--- config.mk ---
export PLATFORM = sky130hd
export DESIGN_NAME = branch_resolve_unit
export DESIGN_NICKNAME = d
export VERILOG_FILES = /design/src/rtl/branch_resolve_unit.sv
export SDC_FILE = /design/constraint.sdc
export NUM_CORES = 1
export LEC_CHECK = 0
export CORE_ASPECT_RATIO = 1.5
export CORE_MARGIN = 2
export CORE_UTILIZATION = 45
export DETAILED_ROUTE_END_ITERATION = 10
export HOLD_SLACK_MARGIN = 0.08
export PLACE_DENSITY = 0.82
export SLEW_MARGIN = 20
export SYNTH_ARGS = -nofsm -noshare
export SYNTH_HDL_FRONTEND = slang
export SYNTH_SLANG_ARGS = --single-unit
export TNS_END_PERCENT = 20
--- constraint.sdc ---
create_clock -name clk -period 3.95 [get_ports clk]
set_input_delay 0.395 -clock clk [delete_from_list [all_inputs] [get_ports clk]]
set_output_delay 0.395 -clock clk [all_outputs]
set_load 0.01 [all_outputs]
--- src/rtl/branch_resolve_unit.sv ---
// Branch/jump resolution stage: evaluates B-type conditions and JAL/JALR, computes
// the redirect PC, flags mispredicts/misalignment and keeps saturating event counters.
module branch_resolve_unit #(
   parameter int XLEN  = 32,
   parameter bit C_EXT = 1'b0,
   parameter int CNT_W = 16
) (
   input  logic             clk,
   input  logic             rst_n,
   input  logic             flush,
   input  logic             in_valid,
   output logic             in_ready,
   input  logic [1:0]       in_kind,
   input  logic [2:0]       in_func3,
   input  logic [XLEN-1:0]  in_rs1,
   input  logic [XLEN-1:0]  in_rs2,
   input  logic [XLEN-1:0]  in_pc,
   input  logic [XLEN-1:0]  in_imm,
   input  logic             in_pred_taken,
   output logic             out_valid,
   input  logic             out_ready,
   output logic             out_taken,
   output logic [XLEN-1:0]  out_next_pc,
   output logic             out_mispredict,
   output logic             out_misaligned,
   output logic             out_illegal,
   output logic [CNT_W-1:0] cnt_branch,
   output logic [CNT_W-1:0] cnt_taken,
   output logic [CNT_W-1:0] cnt_mispred
);

   typedef enum logic [1:0] {
      KIND_NONE   = 2'b00,
      KIND_BRANCH = 2'b01,
      KIND_JAL    = 2'b10,
      KIND_JALR   = 2'b11
   } kind_e;

   // Handshake: an op moves in when in_valid & in_ready & !flush; a result
   // leaves when out_valid & out_ready. in_ready is the only combinational
   // path (from out_ready); the output register is otherwise held stable.

   kind_e            kind;
   logic             rs_eq;
   logic             rs_lt;
   logic             rs_ltu;
   logic             br_cond;
   logic             res_illegal;
   logic             res_taken;
   logic             res_mispredict;
   logic             res_misaligned;
   logic             is_cti;
   logic [XLEN-1:0]  target_base;
   logic [XLEN-1:0]  target_sum;
   logic [XLEN-1:0]  target;
   logic [XLEN-1:0]  seq_pc;
   logic [XLEN-1:0]  res_next_pc;
   logic             accept;

   logic             out_valid_q,      out_valid_d;
   logic             out_taken_q,      out_taken_d;
   logic [XLEN-1:0]  out_next_pc_q,    out_next_pc_d;
   logic             out_mispredict_q, out_mispredict_d;
   logic             out_misaligned_q, out_misaligned_d;
   logic             out_illegal_q,    out_illegal_d;
   logic [CNT_W-1:0] cnt_branch_q,     cnt_branch_d;
   logic [CNT_W-1:0] cnt_taken_q,      cnt_taken_d;
   logic [CNT_W-1:0] cnt_mispred_q,    cnt_mispred_d;

   always_comb begin
      kind    = kind_e'(in_kind);
      rs_eq   = (in_rs1 == in_rs2);
      rs_lt   = ($signed(in_rs1) < $signed(in_rs2));
      rs_ltu  = (in_rs1 < in_rs2);
      br_cond     = 1'b0;
      res_illegal = 1'b0;
      case (in_func3)
         3'b000:  br_cond = rs_eq;
         3'b001:  br_cond = !rs_eq;
         3'b100:  br_cond = rs_lt;
         3'b101:  br_cond = !rs_lt;
         3'b110:  br_cond = rs_ltu;
         3'b111:  br_cond = !rs_ltu;
         default: res_illegal = (kind == KIND_BRANCH);
      endcase

      case (kind)
         KIND_BRANCH: res_taken = br_cond && !res_illegal;
         KIND_JAL,
         KIND_JALR:   res_taken = 1'b1;
         default:     res_taken = 1'b0;
      endcase

      // JALR adds to rs1 and drops bit 0; everything else is PC-relative.
      target_base = (kind == KIND_JALR) ? in_rs1 : in_pc;
      target_sum  = target_base + in_imm;
      target      = (kind == KIND_JALR) ? {target_sum[XLEN-1:1], 1'b0} : target_sum;
      seq_pc      = in_pc + XLEN'(4);
      res_next_pc = res_taken ? target : seq_pc;

      res_mispredict = res_illegal ? 1'b0 : (res_taken != in_pred_taken);
      res_misaligned = res_taken && (C_EXT ? target[0] : (|target[1:0]));
      is_cti         = (kind != KIND_NONE);
   end

   assign in_ready = !out_valid_q || out_ready;
   assign accept   = in_valid && in_ready && !flush;

   always_comb begin
      out_valid_d      = out_valid_q;
      out_taken_d      = out_taken_q;
      out_next_pc_d    = out_next_pc_q;
      out_mispredict_d = out_mispredict_q;
      out_misaligned_d = out_misaligned_q;
      out_illegal_d    = out_illegal_q;
      cnt_branch_d     = cnt_branch_q;
      cnt_taken_d      = cnt_taken_q;
      cnt_mispred_d    = cnt_mispred_q;

      if (flush) begin
         out_valid_d = 1'b0;
      end else if (accept) begin
         out_valid_d      = 1'b1;
         out_taken_d      = res_taken;
         out_next_pc_d    = res_next_pc;
         out_mispredict_d = res_mispredict;
         out_misaligned_d = res_misaligned;
         out_illegal_d    = res_illegal;
      end else if (out_ready) begin
         out_valid_d = 1'b0;
      end

      // Counters stick at all-ones instead of wrapping.
      if (accept && is_cti) begin
         if (cnt_branch_q != {CNT_W{1'b1}})
            cnt_branch_d = cnt_branch_q + CNT_W'(1);
         if (res_taken && (cnt_taken_q != {CNT_W{1'b1}}))
            cnt_taken_d = cnt_taken_q + CNT_W'(1);
         if (res_mispredict && (cnt_mispred_q != {CNT_W{1'b1}}))
            cnt_mispred_d = cnt_mispred_q + CNT_W'(1);
      end
   end

   always_ff @(posedge clk) begin
      if (!rst_n) begin
         out_valid_q      <= 1'b0;
         out_taken_q      <= 1'b0;
         out_next_pc_q    <= '0;
         out_mispredict_q <= 1'b0;
         out_misaligned_q <= 1'b0;
         out_illegal_q    <= 1'b0;
         cnt_branch_q     <= '0;
         cnt_taken_q      <= '0;
         cnt_mispred_q    <= '0;
      end else begin
         out_valid_q      <= out_valid_d;
         out_taken_q      <= out_taken_d;
         out_next_pc_q    <= out_next_pc_d;
         out_mispredict_q <= out_mispredict_d;
         out_misaligned_q <= out_misaligned_d;
         out_illegal_q    <= out_illegal_d;
         cnt_branch_q     <= cnt_branch_d;
         cnt_taken_q      <= cnt_taken_d;
         cnt_mispred_q    <= cnt_mispred_d;
      end
   end

   assign out_valid      = out_valid_q;
   assign out_taken      = out_taken_q;
   assign out_next_pc    = out_next_pc_q;
   assign out_mispredict = out_mispredict_q;
   assign out_misaligned = out_misaligned_q;
   assign out_illegal    = out_illegal_q;
   assign cnt_branch     = cnt_branch_q;
   assign cnt_taken      = cnt_taken_q;
   assign cnt_mispred    = cnt_mispred_q;

endmodule

==> results.md, run 1 <==
* Outcome: finished clean
* Met3 WL at 1058 um
* CP bufs+invs at 2
* Via-to-Cell Ratio at 5.688
* Critical path fanouts, max at 22
* Io pins at 225
* Htree depth at 3
* Max VDD drop at 189.3 uV
* Final Wtd Congestion at 0.9106
* Top Metal Used: met4
* Initial Util at 45.80%
* Pwr dens at 259.5 nW/um2
* Setup Skew at 10.42 ps
* N_diodes at 0
* Layout overhead on the synthesized area at 44.54%
* Startpoint class of the critical path: input port
* DP HPWL at 19080 um
* Max Clock Freq at 266.9 MHz
* Total power at 2684 uW
* Flip-flop and latch count after synthesis at 85
* Hold depth at 2
* CP Cell Sequence: clkdlybuf4s50_1, ha_1, nand4_1, or4_1, or3_1, a211oi_1, a31oi_1, a2111oi_4, nor3_2, buf_12, or4_1, a21oi_1
* Die Footprint at 16950 um2
* Critical Path Most Common Cell: or4_1
* Met2 wire len at 12400 um
* Vias at 7980
* RSZ-0062 raised after global routing: false
* Final ANT Viol Nets at 0
* Cell taking the most area after synthesis: dfxtp_1
* Layout cells sized above 1 at 10.25%
* Met1 wire length at 8775 um
* Syn_area_per_cell at 7.727 um2
* Clock-pin slew on the worst setup and hold paths at 60 ps
* WHS at 455.4 ps
* CP max stage cell: or4_1
* Drc violations at 0
* Core ar. at 15630 um2
* Ys flop type: dfxtp_1
* GRT overflow at 0
* Hold_sp: out_next_pc[12]
* Fin cells at 1403
* Die W at 107.0 um
* Worst reg2reg setup slack at 910 ps
* Synthesized area at 7156 um2
* Reg2reg end: cnt_mispred[1]
* Hold Vio Cnt, Final at 0
* Initial antenna violation count at 0
* First-pass DRT Iterations at 5
* DR WL/cell at 16.54 um
* Gr usage total at 26.92%
* Port bufs at 224
* Post-synth top cells: nand2_1, dfxtp_1, a21oi_1
* Static Leakage at 0.004132 uW
* Slowest stage delay, CP at 620 ps
* FF-to-FF Start: cnt_mispred[3]
* Period utilization at 94.86%
* Post-CTS sizing at 0
* Setup ws final at 203.2 ps
* Largest net degree at the start of global routing at 44
* CTS tree: done
* Most common cell in the synthesized netlist: nand2_1
* Yosys warns at 0
* Post-synth EDFFs at 0
* CTS Root Cell: clkbuf_16
* Synth area leaders: dfxtp_1, ha_1, a21oi_1
* Final Critical Period at 3747 ps
* First-pass GRT wire length at 36660 um
* Post-CTS setup buffer count at 0
* Clk Latency, worst-skew pair at 340 ps
* Delay-heaviest family, CP: simple AND/OR/NAND/NOR gates
* Post-synth top area share at 23.78%
* Setup WS pre-CTS at -129.8 ps
* Placed cells at 1387
* Clock buffer depth at 2
* Nets@finish at 1402
* Worst setup EP type: flop
* Final Slew Violations at 0
* Finish-stage setup viols at 0
* Worst Hold Path EP: out_next_pc[12]
* Vias in the first global route at 7667
* Die H at 158.4 um
* R2R depth at 11
* FFs w/ async S/R, synth at 0%
* # clock sinks at 85
* Cts hold-fix bufs at 0
* DRT iter0 DRCs at 445
* Required time of the critical path at 4210 ps
* Max-cap violations at 0
* Critical Path AT at 4010 ps
* Relative slew slack at 44.71%
* CTS buffer count at 9
* Final WL at 23210 um
* Hold Path Class: reg -> reg
* Worst Tran Pin Value at 822.4 ps
* Num rows at 56
* Sequential fraction of the synthesis area at 23.78%
* Distinct cell type count after synthesis at 62
* Syn Inst Count at 926
* Crit Path Category: in -> reg
* Syn Nets at 1133
through the flow:
step	setup TNS (ps)	utilization (%)	area [um2]
floorplan	0	-	7156
global placement	-361.8	64.39	10060
CTS	0	66.19	10340
detailed placement	-714.3	64.39	10060
finish	0	66.19	10340
global route	0	66.19	10340
power by group:
group | leakage [uW] | internal (uW) | switching [uW]
registers | 0.000690 | 888 | 23.3
clock network | 0.000138 | 438 | 374
logic | 0.00330 | 494 | 467
total | 0.00413 | 1820 | 864
final cells by class:
| class | instances | area [um2] |
|---|---|---|
| Clock buffer | 10 | 229.0 |
| Clock inverter | 6 | 52.55 |
| Fill cell | 1336 | 5283 |
| Inverter | 54 | 202.7 |
| Multi-Input combinational cell | 758 | 5137 |
| Sequential cell | 85 | 1702 |
| Tap cell | 203 | 254.0 |
| Timing Repair Buffer | 287 | 2765 |
registers in the layout, summed over array words and instances, names as in the netlist:
register        flops
out_misaligned      1
out_next_pc        32
out_mispredict      1
out_illegal         1
cnt_mispred        16
cnt_branch         16
cnt_taken          16
out_taken           1
out_valid           1
metal layers:
layer	vias up	track usage (%)
met5	-	0
met4	0	11.63
met3	62	3.029
met2	282	51.50
met1	3730	29.61
li1	3906	-
worst max-delay path by stage:
stage | startpoint | to | slack [ps] | depth (start not counted)
CTS | in_rs2[13] | cnt_mispred[5] | 190 | 14
global placement | in_rs2[13] | cnt_mispred[5] | -100 | 14
finish | in_rs1[11] | cnt_mispred[5] | 200 | 12
detailed placement | in_rs2[13] | cnt_mispred[5] | -130 | 14
floorplan | in_kind[1] | out_next_pc[27] | 360 | 13
global route | in_kind[1] | out_next_pc[30] | 0.6 | 15
worst reg2reg max path: cells and delay by family, from the launching register on:
kind	cells	cell delay, ps
compound gates	1	680
buf+inv	2	310
flops	1	420
mux	1	170
simple gates	7	1320
cells in the final DEF, fill, tap and decap left out, types with 12 or more instances in the layout:
master,netlist,routed
o21ai_0,43,43
o211ai_1,16,16
xor2_1,38,38
nor2_1,72,71
a21o_1,12,12
ha_1,67,67
nand2_1,102,102
inv_1,53,53
clkdlybuf4s50_1,0,224
mux2_2,31,31
or3_1,16,16
nor3_1,22,22
and3_1,12,12
o31ai_1,15,15
nand3_1,43,43
xnor2_1,39,39
dfxtp_1,85,85
buf_4,2,59
a211oi_1,12,12
a21oi_1,83,83
nand4_1,22,22
mux2i_1,13,13
cells by family (layout without fill, tap and decap cells):
logic type | after synthesis | in the layout | share of synthesized area, %
AO/OA/AOI/OAI | 224 | 224 | 19.85
XOR/XNOR | 77 | 77 | 9.425
adder cells (fa/ha/maj) | 68 | 68 | 12.00
buffers and inverters | 83 | 357 | 4.599
flip-flops | 85 | 85 | 23.78
multiplexers | 44 | 44 | 6.697
AND/OR/NAND/NOR | 345 | 345 | 23.66
Power figures use the tool's default switching activity.
==> run 2, diff against run 1 <==
--- a/config.mk
+++ b/config.mk
@@ -5,9 +5,11 @@
 export SDC_FILE = /design/constraint.sdc
 export NUM_CORES = 1
 export LEC_CHECK = 0
+export ABC_CLOCK_PERIOD_IN_PS = 3950
 export CORE_ASPECT_RATIO = 1.5
 export CORE_MARGIN = 2
 export CORE_UTILIZATION = 45
+export CTS_CLUSTER_DIAMETER = 150
 export DETAILED_ROUTE_END_ITERATION = 10
 export HOLD_SLACK_MARGIN = 0.08
 export PLACE_DENSITY = 0.82
==> results of run 2 <==
Final layout, timing and power as in run 1 (identical DEF).
==> run 3, diff against run 2 <==
--- a/config.mk
+++ b/config.mk
@@ -13,6 +13,7 @@
 export DETAILED_ROUTE_END_ITERATION = 10
 export HOLD_SLACK_MARGIN = 0.08
 export PLACE_DENSITY = 0.82
+export SETUP_SLACK_MARGIN = 0.3
 export SLEW_MARGIN = 20
 export SYNTH_ARGS = -nofsm -noshare
 export SYNTH_HDL_FRONTEND = slang
==> run 3 against run 2 <==
  * Count of clock-buffer cells in the layout stayed put
  * Critical path depth up 1
  * Clock power grew 0.7%
  * Flip-flop and latch count is the same
  * Total power grew 2.6%
  * Critical endpoint unchanged
  * Non-clock buffer count increased by 4
  * Largest cell class unchanged
  * Combinational power up 6%
==> results.md, run 3 (same netlist as run 1, synthesis figures left out) <==
* Combinational share of power at 37.2% (was 35.8%)
* Die W at 107.0 um (unchanged)
* Period utilization at 91.94% (was 94.86%)
* Worst reg2reg setup slack at 710 ps (was 910 ps)
* Layout overhead on the synthesized area at 53.68% (was 44.54%)
* Static Leakage at 0.004655 uW (was 0.004132 uW)
* Htree depth at 3 (unchanged)
* Footprint of the multi-input gates at 5589 um2 (was 5137 um2)
* Clk Latency, worst-skew pair at 340 ps (about the same)
* FF-to-FF Start: cnt_mispred[3] (unchanged)
* Nets@finish at 1406 (was 1402)
* Crit Path Category: in -> reg (unchanged)
* Internal power at 1846 uW (was 1820 uW)
* Critical path fanouts, max at 6 (was 22)
* RSZ-0062 raised after global routing: false (unchanged)
* Die Footprint at 16950 um2 (unchanged)
* DP HPWL at 19080 um (unchanged)
* Io pins at 225 (unchanged)
* CP bufs+invs at 3 (was 2)
* Worst setup EP type: flop (unchanged)
* Initial Util at 45.80% (unchanged)
* Layout fillers at 1202 (was 1336)
* Layout cells sized above 1 at 16.36% (was 10.25%)
* Placed cells at 1387 (unchanged)
* Hold Path Class: reg -> reg (unchanged)
* Final WL at 24830 um (was 23210 um)
* Outcome: finished clean (unchanged)
* DR WL/cell at 17.64 um (was 16.54 um)
* Final Cell Area at 11000 um2 (was 10340 um2)
* Largest net degree at the start of global routing at 44 (unchanged)
* # clock sinks at 85 (unchanged)
* DRT iter0 DRCs at 473 (was 445)
* CTS tree: done (unchanged)
* Startpoint class of the critical path: input port (unchanged)
* Initial antenna violation count at 1 (was 0)
* Critical Path End: cnt_mispred[5] (unchanged)
* Fin cells at 1408 (was 1403)
* Num rows at 56 (unchanged)
* Slowest stage delay, CP at 500 ps (was 620 ps)
* Most frequent cells in the layout: clkdlybuf4s50_1, nand2_1, dfxtp_1, a21oi_1, nor2_1 (unchanged)
* FF+latch area at 1702 um2 (unchanged)
* Reg2reg end: cnt_mispred[1] (unchanged)
* CP max stage cell: or4_4 (was or4_1)
* Placed cell areas at 10060 um2 (unchanged)
* Clock network power share at 29.7% (was 30.2%)
* GRT overflow at 0 (unchanged)
* Worst Tran Pin Value at 809.9 ps (was 822.4 ps)
* Max-cap violations at 0 (unchanged)
* Vias in the first global route at 7664 (was 7667)
* Drc violations at 0 (unchanged)
* Hold Vio Cnt, Final at 0 (unchanged)
* R2R depth at 11 (unchanged)
* Final Slew Violations at 0 (unchanged)
* Required time of the critical path at 4220 ps (was 4210 ps)
* Switching share of power at 32.93% (was 32.20%)
* Max reg flops at 32 (unchanged)
* Clock buffer depth at 2 (unchanged)
* Critical Path AT at 3900 ps (was 4010 ps)
* Final Critical Period at 3632 ps (was 3747 ps)
* Worst Setup SP: in_rs2[29] (was in_rs1[11])
* WP depth at 13 (was 12)
* Flop pwr share at 33.1% (was 34.0%)
* Commonest non-fill, non-tap cell in the layout: clkdlybuf4s50_1 (unchanged)
* Setup Skew at 11.10 ps (was 10.42 ps)
* CTS buffer count at 9 (unchanged)
* Finish-stage setup viols at 0 (unchanged)
* Relative slew slack at 45.55% (was 44.71%)
* First-pass DRT Iterations at 7 (was 5)
* Final ANT Viol Nets at 0 (unchanged)
* Pwr dens at 250.3 nW/um2 (was 259.5 nW/um2)
* Max Clock Freq at 275.4 MHz (was 266.9 MHz)
* Core ar. at 15630 um2 (unchanged)
* Final Wtd Congestion at 0.9106 (unchanged)
* Die H at 158.4 um (unchanged)
* First-pass GRT wire length at 36650 um (was 36660 um)
* Port bufs at 224 (unchanged)
* Gr usage total at 26.91% (was 26.92%)
* Via-to-Cell Ratio at 5.749 (was 5.688)
* Vias at 8095 (was 7980)
* CP Cell Sequence: clkdlybuf4s50_1, inv_1, ha_4, nand4_4, or4_4, or3_4, a211oi_2, a31oi_2, a2111oi_4, nor3_4, buf_12, or4_1, a21oi_1 (was clkdlybuf4s50_1, ha_1, nand4_1, or4_1, or3_1, a211oi_1, a31oi_1, a2111oi_4, nor3_2, buf_12, or4_1, a21oi_1)
* Delay-heaviest family, CP: simple AND/OR/NAND/NOR gates (unchanged)
* CTS Root Cell: clkbuf_16 (unchanged)
* Clock-pin slew on the worst setup and hold paths at 60 ps (about the same)
* Max VDD drop at 189.8 uV (was 189.3 uV)
* NetSw at 906.7 uW (was 864.2 uW)
## run 3: cell types whose count changed in the layout (fill, tap and decap cells not counted), sizes merged
cell           change
buf                +2
clkbuf             +2
clkdlybuf4s50     -54
diode              +1
dlymetal6s2s      +54
## run 3: worst min-delay path by stage
| stage | startpoint | end | slack [ps] | cells past startpoint |
|---|---|---|---|---|
| 2_1_floorplan | flush | out_valid | 470 | 1 |
| 3_3_place_gp | out_illegal | out_illegal | 440 | 2 |
| 3_5_place_dp | out_next_pc[12] | out_next_pc[12] | 450 | 2 |
| 4_1_cts | out_next_pc[12] | out_next_pc[12] | 460 | 2 |
| 5_1_grt | out_next_pc[11] | out_next_pc[11] | 490 | 2 |
| 6_report | out_next_pc[12] | out_next_pc[12] | 460 | 2 |
## run 3: what timing repair did
action	CTS	global route
endpoints found under the hold margin	0	0
setup buffers	0	2
setup endpoints to repair	7	30
pin swaps	1	22
hold buffers	0	0
gates cloned	0	2
resized for setup	3	128
## run 3: cell type report
class | instances | share of cell area (%)
clock buffers | 10 | 2.082
inverters | 54 | 1.843
diodes | 1 | 0.02276
well taps | 203 | 2.310
flip-flops and latches | 85 | 15.47
clock inverters | 6 | 0.4779
repair buffers | 291 | 26.97
multi-input cells | 758 | 50.82
## run 3: worst reg2reg max path: cells and delay by family (launching register included)
kind	cells	cell delay, ps
AO/OA/AOI/OAI	1	710
buffers and inverters	2	350
flip-flops	1	430
multiplexers	1	170
AND/OR/NAND/NOR	7	1440
## run 3: power by group through the flow
stage               Sequential (uW)  Clock (uW)  Combinational (uW)
floorplan                       938           0                 502
global placement                930           0                 937
detailed placement              930           0                 952
CTS                             911         821                 957
global route                    914         864                1110
finish                          911         818                1020
## run 3: through the flow
step | total power, uW | utilization (%) | hold WS [ps] | setup WS, ps | TNS, ps
floorplan | 1440 | - | 474.3 | 359.1 | 0
global placement | 1867 | 64.39 | 442.3 | -99.98 | -361.8
detailed placement | 1882 | 64.39 | 447.5 | -129.8 | -714.3
CTS | 2689 | 66.24 | 456.1 | 225.7 | 0
global route | 2892 | 70.38 | 490.9 | 192.6 | 0
finish | 2753 | 70.38 | 456.5 | 318.3 | 0
## run 3: layer usage
| metal | vias up | wire (um) | GRT usage, % |
|---|---|---|---|
| li1 | 3916 | - | - |
| met1 | 3775 | 9029 | 29.61 |
| met2 | 327 | 13370 | 51.47 |
| met3 | 77 | 1255 | 3.029 |
| met4 | 0 | 1176 | 11.63 |
| met5 | - | 0 | 0 |
